===== config.mk =====
export PLATFORM = sky130hd
export DESIGN_NAME = reaction_scorer_flat
export DESIGN_NICKNAME = d
export VERILOG_FILES = /design/src/rtl/reaction_scorer_if.sv /design/src/rtl/reaction_scorer.sv /design/src/flat_wrapper.sv
export SDC_FILE = /design/constraint.sdc
export NUM_CORES = 1
export LEC_CHECK = 0
export CORE_MARGIN = 1.5
export CORE_UTILIZATION = 50
export CTS_CLUSTER_DIAMETER = 200
export CTS_CLUSTER_SIZE = 8
export DETAILED_ROUTE_END_ITERATION = 6
export GPL_ROUTABILITY_DRIVEN = 0
export PLACE_DENSITY = 0.82
export SYNTH_ARGS = -nofsm -noshare
export SYNTH_HDL_FRONTEND = slang
export SYNTH_SLANG_ARGS = --single-unit

===== constraint.sdc =====
create_clock -name clk -period 1.8 [get_ports clk]
set_input_delay 0.36 -clock clk [delete_from_list [all_inputs] [get_ports clk]]
set_output_delay 0.36 -clock clk [all_outputs]
set_load 0.005 [all_outputs]

===== src/rtl/reaction_scorer_if.sv =====
// rtl/reaction_scorer_if.sv - player/display signal bundle for the reaction scorer
interface reaction_scorer_if;
    logic       start;
    logic       btn;
    logic       stimulus;
    logic [3:0] round_no;
    logic [3:0] score;
    logic       over;

    modport master (output start, btn, input stimulus, round_no, score, over);
    modport slave  (input start, btn, output stimulus, round_no, score, over);
endinterface


===== src/rtl/reaction_scorer.sv =====
// rtl/reaction_scorer.sv - reflex game FSM: timed rounds, hit counting, final score
// Optional feature macro: RANDOM_DELAY_EN (LFSR-based pre-stimulus delay).
module reaction_scorer #(
    parameter int NO_ROUNDS       = 10,
    parameter int TICKS_PER_MS    = 2000,
    parameter int REACT_WINDOW_MS = 500,
    parameter int DELAY_MS        = 1000,
    parameter int MIN_DELAY_MS    = 300
) (
    input  logic               clk,
    input  logic               rst_n,
    reaction_scorer_if.slave   game
);
    // ms counter sized to cover every delay or window any build can ask for
    localparam int MS_SPAN = DELAY_MS + MIN_DELAY_MS + 1024 + REACT_WINDOW_MS;
    localparam int CNT_W   = $clog2(MS_SPAN);
    localparam int PW      = $clog2(TICKS_PER_MS + 1);

    localparam logic [PW-1:0]    TICK_LAST  = PW'(TICKS_PER_MS - 1);
    localparam logic [CNT_W-1:0] WIN_LAST   = CNT_W'(REACT_WINDOW_MS - 1);
    localparam logic [3:0]       LAST_ROUND = 4'(NO_ROUNDS);

    typedef enum logic [2:0] {S_IDLE, S_WAIT, S_ARMED, S_RELEASE, S_DONE} state_t;

    state_t           state;
    logic [PW-1:0]    presc;
    logic [CNT_W-1:0] ms_cnt;
    logic [CNT_W-1:0] delay_last;
    logic             btn_q;
    logic             stimulus;
    logic [3:0]       round_no;
    logic [3:0]       score;
    logic             over;
    logic             ms_tick;
    logic             press;

    assign ms_tick = (presc == TICK_LAST);
    assign press   = game.btn & ~btn_q;

`ifdef RANDOM_DELAY_EN
    logic [9:0] lfsr;
    logic       load_delay;

    assign load_delay = ((state == S_IDLE || state == S_DONE) && game.start) ||
                        (state == S_RELEASE && !game.btn && round_no != LAST_ROUND);

    always_ff @(posedge clk or negedge rst_n) begin
        if (!rst_n) begin
            lfsr       <= 10'h3FF;
            delay_last <= CNT_W'(DELAY_MS - 1);
        end else begin
            lfsr <= {lfsr[8:0], lfsr[9] ^ lfsr[6]};
            if (load_delay)
                delay_last <= CNT_W'(MIN_DELAY_MS) + CNT_W'(lfsr) - CNT_W'(1);
        end
    end
`else
    assign delay_last = CNT_W'(DELAY_MS - 1);
`endif

    always_ff @(posedge clk or negedge rst_n) begin
        if (!rst_n) begin
            state    <= S_IDLE;
            presc    <= '0;
            ms_cnt   <= '0;
            btn_q    <= 1'b0;
            stimulus <= 1'b0;
            round_no <= 4'd0;
            score    <= 4'd0;
            over     <= 1'b0;
        end else begin
            btn_q <= game.btn;
            presc <= ms_tick ? '0 : presc + PW'(1);
            // every transition below also restarts the prescaler
            case (state)
                S_IDLE, S_DONE: begin
                    if (game.start) begin
                        state    <= S_WAIT;
                        round_no <= 4'd1;
                        score    <= 4'd0;
                        over     <= 1'b0;
                        ms_cnt   <= '0;
                        presc    <= '0;
                    end
                end
                S_WAIT: begin
                    if (press) begin
                        state <= S_RELEASE;
                        presc <= '0;
                    end else if (ms_tick) begin
                        if (ms_cnt == delay_last) begin
                            state    <= S_ARMED;
                            stimulus <= 1'b1;
                            ms_cnt   <= '0;
                            presc    <= '0;
                        end else begin
                            ms_cnt <= ms_cnt + CNT_W'(1);
                        end
                    end
                end
                S_ARMED: begin
                    // expiry takes priority over a press on the same cycle
                    if (ms_tick && ms_cnt == WIN_LAST) begin
                        state    <= S_RELEASE;
                        stimulus <= 1'b0;
                        presc    <= '0;
                    end else if (press) begin
                        if (score != LAST_ROUND)
                            score <= score + 4'd1;
                        state    <= S_RELEASE;
                        stimulus <= 1'b0;
                        presc    <= '0;
                    end else if (ms_tick) begin
                        ms_cnt <= ms_cnt + CNT_W'(1);
                    end
                end
                S_RELEASE: begin
                    stimulus <= 1'b0;
                    if (!game.btn) begin
                        presc  <= '0;
                        ms_cnt <= '0;
                        if (round_no == LAST_ROUND) begin
                            state <= S_DONE;
                            over  <= 1'b1;
                        end else begin
                            state    <= S_WAIT;
                            round_no <= round_no + 4'd1;
                        end
                    end
                end
                default: state <= S_IDLE;
            endcase
        end
    end

    assign game.stimulus = stimulus;
    assign game.round_no = round_no;
    assign game.score    = score;
    assign game.over     = over;
endmodule

===== src/flat_wrapper.sv =====
// flat-port wrapper written by rule: the top's interface ports become plain ports
module reaction_scorer_flat 
#(
    parameter int NO_ROUNDS       = 10,
    parameter int TICKS_PER_MS    = 2000,
    parameter int REACT_WINDOW_MS = 500,
    parameter int DELAY_MS        = 1000,
    parameter int MIN_DELAY_MS    = 300
)
  (clk, rst_n, game_start, game_btn, game_stimulus, game_round_no, game_score, game_over);
  reaction_scorer_if game_i ();
  input  logic clk;
  input  logic rst_n;
  input wire logic [$bits(game_i.start)-1:0] game_start;
  input wire logic [$bits(game_i.btn)-1:0] game_btn;
  output wire logic [$bits(game_i.stimulus)-1:0] game_stimulus;
  output wire logic [$bits(game_i.round_no)-1:0] game_round_no;
  output wire logic [$bits(game_i.score)-1:0] game_score;
  output wire logic [$bits(game_i.over)-1:0] game_over;
  assign game_i.start = game_start;
  assign game_i.btn = game_btn;
  assign game_stimulus = game_i.stimulus;
  assign game_round_no = game_i.round_no;
  assign game_score = game_i.score;
  assign game_over = game_i.over;
  reaction_scorer #(.NO_ROUNDS(NO_ROUNDS), .TICKS_PER_MS(TICKS_PER_MS), .REACT_WINDOW_MS(REACT_WINDOW_MS), .DELAY_MS(DELAY_MS), .MIN_DELAY_MS(MIN_DELAY_MS)) u_core (.clk(clk), .rst_n(rst_n), .game(game_i));
endmodule

======== Word level (Yosys, flattened, before mapping) ========
Cells that the tools add are included.
storage, ports and cells
  logic and storage cells ................. 97
  flip-flop bits (word level) ............. 37
  output and inout port bits .............. 10
  input bits .............................. 4
operators by class
  equal/unequal tests ..................... 24
  add/subtract/negate cells ............... 4
  multiplexer cells ....................... 46
  reduce and logical (&&, ||, !) cells .... 13
  bitwise gates (word level) .............. 2
operator list
  kind                                                                count
  12-bit two-way mux                                                  8
  11-bit two-way mux                                                  8
  12-bit case mux with 4 select lines                                 1
  11-bit case mux with 4 select lines                                 1
  4-bit two-way mux                                                   7
  3-bit two-way mux                                                   8
  4-bit case mux with 2 select lines                                  2
  5-bit AND reduction                                                 3
  12-bit by 1-bit adder with 12-bit output (second input constant)    1
  12-bit by 10-bit == test with 1-bit output (second input constant)  1
  12-bit by 9-bit == test with 1-bit output (second input constant)   1
  2-bit by 1-bit != test with 1-bit output (second input constant)    6
  2-bit != test (second input constant)                               6
  3-bit case mux with 4 select lines                                  1
  11-bit by 1-bit adder with 11-bit output (second input constant)    1
  11-bit == test (second input constant)                              1
  3-bit by 1-bit != test with 1-bit output (second input constant)    3
  4-bit by 1-bit adder with 4-bit output (second input constant)      2
  1-bit two-way mux                                                   8
  4-bit AND reduction                                                 2
  8-bit AND reduction                                                 1
  3-bit by 2-bit == test with 1-bit output (second input constant)    2
  4-bit == test (second input constant)                               1
  4-bit != test (second input constant)                               1
  other kinds (12)                                                    13

======== Longest topological paths before layout ========
  depth in word-level cells ............... 6
  gate-level depth with buffers ........... 7
  mapped depth without buffers ............ 7

======== Least setup slack after synthesis ========
No wires, ideal clock.
  path type ............................... reg-to-reg
  from .................................... register u_core.ms_cnt[0]
  to ...................................... register u_core.ms_cnt[10]
  library setup time ...................... 0.082 ns
  slack ................................... -0.134 ns
  cell stages (with the launch flop) ...... 8
  buffers on the path ..................... 1
  arrival time ............................ 1.852 ns
  period minus slack after synthesis ...... 1.934 ns
  data required time ...................... 1.718 ns
  cells stage by stage .................... dfrtp_1 -> ha_1 -> and4bb_1 -> nand3_2 -> a211oi_2 -> buf_2 -> or4_1 -> a22oi_2
on the way
  longest elaborated chain between the ends .. 5
  elaborated cells between the ends (all ways) .. 13
  those cells by class .................... add/sub: 1; eq/ne: 3; mux: 7; reduce/logical: 2
ends and longest elaborated chain
  what                                                                                                           line                                                                  source
  start: declaration                                                                                             reaction_scorer.sv:27                                                 logic [CNT_W-1:0] ms_cnt;
  start signal: assignment                                                                                       reaction_scorer.sv:97                                                 ms_cnt <= ms_cnt + CNT_W'(1);
  start signal: assignment                                                                                       reaction_scorer.sv:114                                                ms_cnt <= ms_cnt + CNT_W'(1);
  12-bit by 1-bit adder with 12-bit output / 12-bit by 10-bit == test with 1-bit output (equally long branches)  reaction_scorer.sv:97, reaction_scorer.sv:114, reaction_scorer.sv:91
  12-bit two-way mux (on tied branches)                                                                          reaction_scorer.sv:113, reaction_scorer.sv:91
  12-bit two-way mux (on tied branches)                                                                          reaction_scorer.sv:107, reaction_scorer.sv:90
  12-bit two-way mux (on tied branches)                                                                          reaction_scorer.sv:103, reaction_scorer.sv:87
  12-bit case mux with 4 select lines                                                                            reaction_scorer.sv:75                                                 case (state)
Several ways; a longest one is shown, not always the timed one. The select of a mux whose other input is x is not followed.
A chain may end at the register's enable or synchronous reset.

======== Worst setup path after layout ========
  from .................................... input port game_start
  to ...................................... register u_core.ms_cnt[3]
on the way
  longest elaborated chain between the ends .. 2
ends and longest elaborated chain
  what                                  line                source
  start: declaration                    flat_wrapper.sv:14  input wire logic [$bits(game_i.start)-1:0] game_start;
  2-bit != test (no source line)        -
  8-bit AND reduction (no source line)  -
No other way between the ends.

==> flow_summary_export.csv <==
group,metric,value,unit
power,power.leakage,1.44,nW
clock_tree,insertion_delay,0.29,ns
synth,synth_edf_count,0,
synth,async_reset_ff_share,100,%
clock_tree,clockRootBuffer,"clkbuf_8",
job,max_cap_violations,0,
timing,fin_crit_sh,109,%
synth,avgSynthCellArea,9.80,um^2
synth,synth_fa_ha_area_share,3.31,%
critical_path,startpoint,"game_start",
floorplan,initial_core_util,52.0,%
synth,yosys.area.top_type,"dfrtp_1",
critical_path,cp_data_arrival_time,2.17,ns
clock_tree,numCtsBuffers,5,
power,powerDensity,1310,mW/mm^2
outcome,status,"finished with violations",
detailed_routing,routedWlPerCell,19.2,um
critical_path,rr_worst_depth,7,
timing,finalWorstSetupSlack,-0.154,ns
grt,grt_first_pass_wirelength,9650,um
detailed_routing,vias_per_cell,6.35,
clock_tree,cts_num_sinks,37,
critical_path,critPathMaxFanout,5,
synth,synth_fp_nets,241,
detailed_routing,drtPass1Iterations,4,
critical_path,cp-start-kind,"input pin",
power,p_switching,1.68,mW
cells_and_area,final_cell_area,0.00324,mm^2
detailed_routing,detailedRoute.firstIterationViolations,218,
placed_design,postPlaceCellArea,0.00288,mm^2
placed_design,place_inst,341,
grt,grt.overflow.total,0,
timing,max_slew_margin,73.9,%
outcome,violations,"negative setup slack",
synth,synth_compound_area_share,21.2,%
critical_path,cp-end-kind,"flip-flop",
synth,ys_top_cells_by_area,"dfrtp_1 41%, nor2_1 5.0%, a22oi_2 3.9%",
floorplan,die_width,70.3,um
grt,grtUsageMet2,40.7,%
synth,muxShareOfSynthArea,1.93,%
synth,syn_inst,231,
timing,max_freq,512,MHz
placed_design,post-dp-hpwl,3890,um
critical_path,worstPathRequired,2.01,ns
timing,period_needed,1.95,ns
floorplan,rows,24,
synth,ys_warn_count,0,
floorplan,coreArea,0.00435,mm^2
timing,rsz0062_at_grt,"true",
floorplan,die_area,0.00494,mm^2
detailed_routing,drc,0,
grt,track_usage,24.4,%
clock_tree,htreeDepth,2,
synth,synth.distinct_cells,58,
grt,grt_use_met1,31.7,%
power,comb_power_share,52.3,%
synth,syn-cell-area,0.00226,mm^2
power,p_clk_share,20.3,%
power,switching_share,39.3,%
synth,yosys.area_share.simple,23.0,%
cells_and_area,diodes,0,
critical_path,r2r-start,"u_core.state[1]$_DFFE_PN0P_",
power,seq_power_share,27.3,%
detailed_routing,wirelength,7000,um
cells_and_area,fin_cells,364,
detailed_routing,vias,2311,
clock_tree,clk_pin_slew,0.08,ns
grt,grt_max_degree,38,
grt,grt_pass1_vias,2084,
cells_and_area,final_layout_size_suffix_gt1_share,42.9,%
timing,maxSlewViolCount,0,
cells_and_area,fin_nets,321,
cells_and_area,synthToLayoutAreaGrowth,43.3,%
clock_tree,cts_buffer_depth,2,
synth,synth_xor_area_share,5.03,%
synth,ys_seq_elements,37,
synth,synth_top_area_share,40.9,%
min_path,hp-class,"input pin to async pin",
clock_tree,cts_tree,"yes",
clock_tree,ctsHoldBuffers,0,
critical_path,crit_type,"input pin to flip-flop",
synth,synth_top_family_by_area,"simple AND/OR/NAND/NOR gates",
placed_design,port_buffers,13,
synth,ys.flop_type,"dfrtp_1",
timing,setup_viol,14,
grt,antenna_found_initial,0,
timing,worst_pin_slew,0.387,ns
power,ir_worst_vdd,0.000896,V
detailed_routing,ant_nets,0,
synth,synth_seq_area_share,40.9,%
timing,clock_skew,0.0112,ns
grt,use_met3,3.90,%
floorplan,ioPinCount,14,
floorplan,die_h,70.3,um
power,cellInternalPower,2.58,mW
timing,hold_viol_final,0,
grt,busiest_layer,"met2",
==> synth_stat cells, types with 2 or more instances <==
library cell  instances
a22oi_2               7
o21ai_0               9
a31oi_1               3
xor2_1                7
nand2_1              12
nand2b_1              4
o31a_1                2
nor3_1                7
inv_1                 7
nand3_1               8
buf_6                 3
o31ai_1               9
ha_1                  6
dfrtp_1              37
nor2_1               30
xnor2_1               6
a21oi_1               5
buf_2                 4
clkbuf_1              4
o21ai_1               2
mux2_1                2
or4_1                 9
a22oi_1               3
o2111ai_1             6
or2_1                 2
nand4_1               3
o211ai_1              2
nor3b_2               2
==> per-stage QoR <==
step / setup slack, ns / power, mW / TNS [ns] / hold WS, ns / utilization [%]
floorplan: -0.0490 / 2.21 / -0.410 / 0.0644 / -
global placement: -0.336 / 2.85 / -4.93 / 0.341 / 66.2
detailed placement: -0.352 / 2.92 / -6.14 / 0.342 / 66.2
CTS: -0.101 / 3.94 / -0.906 / 0.0259 / 71.4
global route: -0.233 / 4.46 / -2.78 / 0.0308 / 74.5
finish: -0.154 / 4.26 / -1.62 / 0.0295 / 74.5
==> critical path: stages <==
cell,delay [ns]
clkdlybuf4s50_1,0.49
nor3b_4,0.23
a31o_4,0.17
buf_4,0.15
o2111ai_1,0.19
or4_4,0.45
a22oi_2,0.12
==> cell type report <==
cell class	count	area [um^2]
inverter	8	30.0
tap	52	65.1
fill	248	1110
timing repair buffer	84	678
clock inverter	3	65.1
multi-input combinational	175	1410
clock buffer	5	68.8
sequential	37	930
==> layer usage <==
| metal | routed length, um | up-vias |
|---|---|---|
| met5 | 0 | - |
| met3 | 537 | 30 |
| met2 | 3330 | 128 |
| met1 | 2880 | 1126 |
| met4 | 252 | 0 |
| li1 | - | 1027 |
==> flip-flops by register name (all words and copies together), names as in the netlist <==
signal	flops
u_core.btn_q	1
u_core.game.over	1
u_core.game.round_no	4
u_core.game.score	4
u_core.game.stimulus	1
u_core.ms_cnt	12
u_core.presc	11
u_core.state	3
==> final timing paths <==
| path | slack, ns | to |
|---|---|---|
| min reg2reg | 0.51 | u_core.game.over$_DFFE_PN0P_ |
| max in group asynchronous | 1.56 | u_core.ms_cnt[6]$_DFFE_PN0P_ |
| min | 0.03 | u_core.presc[9]$_DFF_PN0_ |
| max reg2reg | -0.15 | u_core.ms_cnt[3]$_DFFE_PN0P_ |
| max | -0.15 | u_core.ms_cnt[3]$_DFFE_PN0P_ |
| min in group clk | 0.51 | u_core.game.over$_DFFE_PN0P_ |
==> kinds of logic (layout without fill, tap and decap cells) <==
kind of cell | count (synthesis) | count (layout)
simple gates | 92 | 92
xor+xnor | 13 | 13
buf+inv | 20 | 100
flops | 37 | 37
fa+ha+maj | 6 | 6
mux | 4 | 4
compound gates | 59 | 60
==> power by group through the flow <==
stage	Sequential (mW)	Combinational, mW	Clock [mW]
floorplan	1.12	1.09	0
global placement	1.14	1.71	0
detailed placement	1.15	1.77	0
CTS	1.14	1.93	0.876
global route	1.19	2.37	0.911
finish	1.17	2.23	0.866
==> layout by cell type, fill, tap and decap left out, drive strengths merged, types with 2 or more instances in the layout <==
cell type	Yosys	final
a21oi	5	5
a22oi	10	10
a31o	2	2
a31oi	3	3
and3	3	3
buf	8	72
bufinv	0	2
clkbuf	4	5
clkdlybuf4s50	0	12
dfrtp	37	37
ha	6	6
inv	8	8
mux2	3	3
nand2	12	12
nand2b	4	4
nand3	9	9
nand4	4	4
nor2	30	30
nor3	7	7
nor3b	3	3
o2111ai	6	6
o211a	1	2
o211ai	2	2
o21ai	12	12
o31a	2	2
o31ai	9	9
or2	2	2
or4	9	9
xnor2	6	6
xor2	7	7
==> what timing repair did <==
item                       CTS  global route
gates resized for setup     10            17
cloned                       0             1
setup endpoints to repair   13            19
pin swaps                    1             0
buffers inserted             7             7
Note: power is estimated with default switching activity, not from simulation.
